**config.mk**
```make
export PLATFORM = sky130hd
export DESIGN_NAME = decoder_rr_arbiter
export DESIGN_NICKNAME = d
export VERILOG_FILES = /design/src/rtl/decoder_rr_arbiter.sv
export SDC_FILE = /design/constraint.sdc
export NUM_CORES = 1
export LEC_CHECK = 0
export ABC_CLOCK_PERIOD_IN_PS = 1840
export BUFFER_PORTS_ARGS = -buffer_cell sky130_fd_sc_hd__buf_2
export CORE_MARGIN = 4
export CORE_UTILIZATION = 49
export CTS_CLUSTER_DIAMETER = 150
export DETAILED_ROUTE_END_ITERATION = 10
export PLACE_DENSITY = 0.77
export RECOVER_POWER = 50
export SYNTH_ARGS = -nofsm -noshare
export SYNTH_HDL_FRONTEND = slang
export SYNTH_SLANG_ARGS = --single-unit
```
**constraint.sdc**
```tcl
create_clock -name clk -period 1.84 [get_ports clk]
set_clock_uncertainty 0.15 [all_clocks]
set_input_delay 0.184 -clock clk [delete_from_list [all_inputs] [get_ports clk]]
set_output_delay 0.184 -clock clk [all_outputs]
set_load 0.02 [all_outputs]
```
**src/rtl/decoder_rr_arbiter.sv**
```systemverilog
// rtl/decoder_rr_arbiter.sv - four-way round-robin arbiter driving a 2:4 decoded one-hot grant
// Optional feature macro: ARB_HOLD_LIMIT_EN (MAX_HOLD forced release and timeout pulse).
module decoder_rr_arbiter #(
  parameter int MAX_HOLD = 8,
  parameter int HOLD_W   = 8
) (
  input  logic       clk,
  input  logic       rst_n,
  input  logic [3:0] req,
  input  logic [3:0] done,
  output logic [3:0] gnt,
  output logic [1:0] gnt_idx,
  output logic       gnt_valid,
  output logic       timeout
);

  typedef enum logic [1:0] {
    S_IDLE  = 2'd0,
    S_GRANT = 2'd1,
    S_GAP   = 2'd2
  } state_t;

  localparam bit CFG_OK = (MAX_HOLD >= 1) && (MAX_HOLD <= 255) && ((1 << HOLD_W) > MAX_HOLD);

  state_t     state, state_nx;
  logic [1:0] last_ptr, last_nx;
  logic [1:0] idx_nx;
  logic       valid_nx;
  logic       timeout_nx;
  logic [3:0] gnt_nx;
  logic [1:0] winner;
  logic [1:0] cand;
  logic       found;
  logic       hold_hit;
  logic       release_now;

  // Search last+1 .. last+4 so the previous owner is always considered last.
  always_comb begin
    winner = last_ptr;
    cand   = last_ptr;
    found  = 1'b0;
    for (int k = 1; k <= 4; k++) begin
      cand = last_ptr + 2'(k);
      if (!found && req[cand]) begin
        winner = cand;
        found  = 1'b1;
      end
    end
  end

`ifdef ARB_HOLD_LIMIT_EN
  localparam logic [HOLD_W-1:0] HOLD_MAX = HOLD_W'(MAX_HOLD);
  logic [HOLD_W-1:0] hold_cnt;

  always_ff @(posedge clk or negedge rst_n) begin
    if (!rst_n) begin
      hold_cnt <= '0;
    end else if (state == S_IDLE && (|req)) begin
      hold_cnt <= HOLD_W'(1);
    end else if (state == S_GRANT && hold_cnt != HOLD_MAX) begin
      hold_cnt <= hold_cnt + HOLD_W'(1);
    end
  end

  assign hold_hit = CFG_OK && (hold_cnt == HOLD_MAX);
`else
  assign hold_hit = 1'b0 & CFG_OK;
`endif

  assign release_now = done[gnt_idx] || !req[gnt_idx] || hold_hit;

  always_comb begin
    state_nx   = state;
    last_nx    = last_ptr;
    idx_nx     = gnt_idx;
    valid_nx   = gnt_valid;
    timeout_nx = 1'b0;
    case (state)
      S_IDLE: begin
        if (|req) begin
          state_nx = S_GRANT;
          idx_nx   = winner;
          last_nx  = winner;
          valid_nx = 1'b1;
        end
      end
      S_GRANT: begin
        if (release_now) begin
          state_nx   = S_GAP;
          valid_nx   = 1'b0;
          // A coincident done wins over the hold limit, so no timeout then.
          timeout_nx = hold_hit && !done[gnt_idx];
        end
      end
      S_GAP: begin
        state_nx = S_IDLE;
      end
      default: begin
        state_nx = S_IDLE;
        valid_nx = 1'b0;
      end
    endcase
    gnt_nx = valid_nx ? (4'b0001 << idx_nx) : 4'b0000;
  end

  always_ff @(posedge clk or negedge rst_n) begin
    if (!rst_n) begin
      state     <= S_IDLE;
      last_ptr  <= 2'd3;
      gnt_idx   <= 2'd0;
      gnt_valid <= 1'b0;
      gnt       <= 4'b0000;
      timeout   <= 1'b0;
    end else begin
      state     <= state_nx;
      last_ptr  <= last_nx;
      gnt_idx   <= idx_nx;
      gnt_valid <= valid_nx;
      gnt       <= gnt_nx;
      timeout   <= timeout_nx;
    end
  end

endmodule

```
==> report_table.html <==
<table>
<tr><th>Metric</th><th>Value</th></tr>
<tr><th colspan="2">Status</th></tr>
<tr><td>Result of the run</td><td>finished, final reports clean</td></tr>
<tr><th colspan="2">Setup path</th></tr>
<tr><td>Reg2Reg Setup Slack</td><td>between 0.1 and 0.15 ns</td></tr>
<tr><td>Required time at the endpoint of the critical path</td><td>~1.9 ns</td></tr>
<tr><td>Critical Path AT</td><td>approximately 1.8 ns</td></tr>
<tr><td>Worst r2r src</td><td>last_ptr[0]$_DFFE_PN1P_</td></tr>
<tr><td>Worst setup path category</td><td>reg -&gt; reg</td></tr>
<tr><td>Startpoint kind of the worst setup timing path</td><td>flip-flop</td></tr>
<tr><td>Critical Path Start</td><td>last_ptr[0]$_DFFE_PN1P_</td></tr>
<tr><td>Critical path endpoint category</td><td>flip-flop</td></tr>
<tr><td>Largest driver fanout on the critical path</td><td>6</td></tr>
<tr><th colspan="2">Clock tree</th></tr>
<tr><td>Clk Tree Root Cell</td><td>sky130_fd_sc_hd__clkbuf_4</td></tr>
<tr><td>CTS tree</td><td>yes</td></tr>
<tr><td>Worst-Skew Late Latency</td><td>between 0.2 and 0.3 ns</td></tr>
<tr><td>Max H-tree Level</td><td>1</td></tr>
<tr><td>Number of cells upsized or downsized after cts</td><td>0</td></tr>
<tr><td>Clock Pin Slew Worst Setup and Hold Paths</td><td>approximately 0.060 ns</td></tr>
<tr><td>Clock Path Buffers</td><td>2</td></tr>
<tr><td>Number of clock sinks seen by CTS</td><td>11</td></tr>
<tr><td>Number of buffers inserted during clock tree synthesis</td><td>3</td></tr>
<tr><th colspan="2">Power</th></tr>
<tr><td>NetSw</td><td>roughly 550 µW</td></tr>
<tr><td>Relative contribution of the clock network to total power</td><td>about an eighth</td></tr>
<tr><td>Part of the power in registers</td><td>between 30% and 40%</td></tr>
<tr><td>Power per Cell Area</td><td>1630 nW/µm²</td></tr>
<tr><td>PnR Total Power</td><td>about 1.3 mW</td></tr>
<tr><td>Worst VDD drop</td><td>between 900 and 1000 µV</td></tr>
<tr><td>Switch share</td><td>42.0%</td></tr>
<tr><td>P_int</td><td>756 µW</td></tr>
<tr><td>Logic gate share of total power</td><td>between 50% and 60%</td></tr>
<tr><td>Leakage power</td><td>roughly 0.36 nW</td></tr>
<tr><th colspan="2">Logic synthesis</th></tr>
<tr><td>Register bit count reported by yosys</td><td>11</td></tr>
<tr><td>Net count after synthesis</td><td>76</td></tr>
<tr><td>Average instance area after synthesis</td><td>between 10 and 15 µm²</td></tr>
<tr><td>Synthesized netlist cell count</td><td>between 60 and 70</td></tr>
<tr><td>Count of distinct cell types in the synthesized netlist</td><td>29</td></tr>
<tr><td>Count of yosys warnings during synthesis</td><td>0</td></tr>
<tr><td>Synth top area share</td><td>between 30% and 40%</td></tr>
<tr><td>Post-synthesis sequential area ratio</td><td>41.4%</td></tr>
<tr><td>Top cells by area, synth</td><td>sky130_fd_sc_hd__dfrtp_1, sky130_fd_sc_hd__nand2b_1, sky130_fd_sc_hd__dfstp_2</td></tr>
<tr><td>Synth Cell Area</td><td>671 µm²</td></tr>
<tr><td>Top cell type by total area after synthesis</td><td>sky130_fd_sc_hd__dfrtp_1</td></tr>
<tr><th colspan="2">STA</th></tr>
<tr><td>Final Setup Violations</td><td>0</td></tr>
<tr><td>Max frequency</td><td>577 MHz</td></tr>
<tr><td>Final setup margin</td><td>0.108 ns</td></tr>
<tr><td>Final hold violation count</td><td>0</td></tr>
<tr><td>Fraction of the cycle the final worst path needs</td><td>94.1%</td></tr>
<tr><td>Tightest hold margin</td><td>between 0.2 and 0.25 ns</td></tr>
<tr><td>Worst Tran Pin Value</td><td>0.545 ns</td></tr>
<tr><td>Max-slew violation total from the final report</td><td>0</td></tr>
<tr><td>Unrepaired setup endpoints after global routing</td><td>false</td></tr>
<tr><td>Rel. slew slack</td><td>roughly 64%</td></tr>
<tr><td>Final critical delay including setup and external delays</td><td>around 1.7 ns</td></tr>
<tr><td>Post-route setup TNS</td><td>0 ns</td></tr>
<tr><th colspan="2">GRT</th></tr>
<tr><td>Global-route wire length before repair</td><td>between 2000 and 2500 µm</td></tr>
<tr><td>Total global routing overflow</td><td>0</td></tr>
<tr><td>Via count of the first global-routing pass</td><td>around 570</td></tr>
<tr><td>Global-route usage over all layers</td><td>between 10% and 20%</td></tr>
<tr><td>Pin count of the biggest net entering global routing</td><td>12</td></tr>
<tr><td>Number of antenna violations at the first check in global routing</td><td>0</td></tr>
<tr><th colspan="2">Place</th></tr>
<tr><td>Number of placed instances with taps included</td><td>96</td></tr>
<tr><td>Instance area after placement</td><td>approximately 770 µm²</td></tr>
<tr><td>DPL Wire Length</td><td>between 1000 and 1500 µm</td></tr>
<tr><td>Worst setup slack after placement</td><td>0.0475 ns</td></tr>
<tr><td>Global placer's final weighted congestion</td><td>between 0.8 and 0.9</td></tr>
<tr><td>Number of input and output port buffers inserted</td><td>16</td></tr>
<tr><th colspan="2">Hold path</th></tr>
<tr><td>Worst Hold Launch</td><td>req[2]</td></tr>
<tr><td>Hold/Removal Path Class</td><td>in -&gt; reg</td></tr>
<tr><th colspan="2">Routing</th></tr>
<tr><td>Via density</td><td>between 5 and 6</td></tr>
<tr><td>Number of vias after detailed routing</td><td>roughly 550</td></tr>
<tr><td>Violation count after the first detailed-routing iteration</td><td>10</td></tr>
<tr><td>Number of nets with antenna violations after routing</td><td>0</td></tr>
<tr><td>Number of design rule violations left after detail routing</td><td>0</td></tr>
<tr><td>Routed len/inst</td><td>about 14 µm</td></tr>
<tr><td>Total iterations of the first detailed-routing run</td><td>4</td></tr>
<tr><td>Total wire length after detailed routing</td><td>approximately 1400 µm</td></tr>
<tr><th colspan="2">Final layout</th></tr>
<tr><td>Area growth from synthesis to final layout</td><td>19.0%</td></tr>
<tr><td>Fraction of final layout cells with drive strength greater than 1</td><td>31.4%</td></tr>
<tr><td>Inserted Diodes</td><td>0</td></tr>
<tr><td>Count of non-filler cells in the finished layout</td><td>101</td></tr>
<tr><td>Nets</td><td>97</td></tr>
<tr><td>Register area</td><td>278 µm²</td></tr>
<tr><td># fillers</td><td>roughly 120</td></tr>
<tr><td>Final Core Density</td><td>about three fifths</td></tr>
<tr><td>Multi-input gate area</td><td>368 µm²</td></tr>
<tr><td>Final standard cell area without fillers</td><td>about 800 µm²</td></tr>
<tr><th colspan="2">Die</th></tr>
<tr><td>Floorplan row count</td><td>13</td></tr>
<tr><td>Count of boundary I/O pins</td><td>18</td></tr>
<tr><td>Core ar.</td><td>approximately 1300 µm²</td></tr>
<tr><td>Overall die width</td><td>45.0 µm</td></tr>
<tr><td>Height of the die</td><td>45.0 µm</td></tr>
<tr><td>Full die area</td><td>2020 µm²</td></tr>
<tr><td>Starting density of the core</td><td>between 50 and 60%</td></tr>
<tr><th colspan="2">Job</th></tr>
<tr><td>Max-cap violations</td><td>0</td></tr>
</table>
## routing by layer
metal	routed length [µm]	part of all wire [%]	global-route usage [%]	up-vias
met2	747	53	27.4	18
met5	0	0	0	-
li1	-	-	-	275
met4	4	0.28	8.77	0
met3	59	4.2	1.99	2
met1	599	42	19.8	256
## sequential cells by signal, indices dropped and copies added (netlist names)
name and count:
gnt 4, state 2, gnt_valid 1, gnt_idx 2
last_ptr 2
## cells in the final DEF (no fill, tap or decap), types with 2 or more instances in the layout
cell	count
sky130_fd_sc_hd__a21o_1	2
sky130_fd_sc_hd__clkbuf_4	3
sky130_fd_sc_hd__a21oi_1	5
sky130_fd_sc_hd__clkbuf_1	5
sky130_fd_sc_hd__nor2b_1	4
sky130_fd_sc_hd__dfstp_2	2
sky130_fd_sc_hd__buf_2	12
sky130_fd_sc_hd__nor2_1	5
sky130_fd_sc_hd__nand2_1	5
sky130_fd_sc_hd__nand2b_1	10
sky130_fd_sc_hd__dfrtp_1	9
sky130_fd_sc_hd__buf_4	2
sky130_fd_sc_hd__inv_1	2
sky130_fd_sc_hd__nor3_1	2
## Yosys cell counts (all sizes together)
master and count:
nand2b 10, dfrtp 9, a21oi 5, nand2 5, nor2 5, nor2b 4
buf 3, a21o 2, dfstp 2, inv 2, nor3 2, a2111oi 1
a211o 1, a22o 1, a32oi 1, a41oi 1, and2 1, conb 1
mux2i 1, mux4 1, nor3b 1, o21ai 1, o22a 1, o311ai 1
o31ai 1, o41a 1, or2b 1, or4 1
## power by group through the flow
stage / clock [mW] / combinational, mW / sequential (mW)
after floorplan: 0 / 0.488 / 0.503
after global placement: 0 / 0.669 / 0.472
after detailed placement: 0 / 0.688 / 0.474
after CTS: 0.164 / 0.691 / 0.471
after global routing: 0.179 / 0.749 / 0.489
final: 0.155 / 0.675 / 0.473
## worst paths after layout
check                                          endpoint  cells after the start
min in group asynchronous          gnt_idx[0]$_DFF_PN0_                      2
worst min register to register     state[1]$_DFFE_PN0P_                      2
max in group asynchronous       last_ptr[0]$_DFFE_PN1P_                      2
worst max register to register         gnt[3]$_DFF_PN0_                      5
worst max-delay path                   gnt[3]$_DFF_PN0_                      5
worst min-delay path            last_ptr[0]$_DFFE_PN1P_                      4
## area by class of cell
cell class	count	area share, %
Multi-Input combinational cell	50	46.1
Tap cell	15	2.35
Inverter	2	0.940
Timing Repair Buffer	19	12.5
Sequential cell	11	34.8
Clock buffer	4	3.29
## kinds of logic (layout without fill, tap and decap cells)
family	count (synthesis)	count (layout)	share of synthesized area (%)
AOI/OAI and AO/OA	17	17	24.1
buffers and inverters	5	25	3.73
DFF	11	11	41.4
muxes	2	2	4.85
other	1	1	0.559
and+or+nand+nor	30	30	25.4
## critical path, stage by stage, from the launching register on
cell,delay [ns]
sky130_fd_sc_hd__dfstp_2,0.58
sky130_fd_sc_hd__inv_1,0.10
sky130_fd_sc_hd__a21o_1,0.17
sky130_fd_sc_hd__o31ai_1,0.34
sky130_fd_sc_hd__a22o_4,0.19
sky130_fd_sc_hd__nor2b_1,0.13
## timing repair
| item | CTS | global route |
|---|---|---|
| hold endpoints to repair | 11 | 0 |
| hold buffers | 1 | 0 |
| setup buffers | 0 | 0 |
Note: power is estimated with default switching activity, not from simulation.
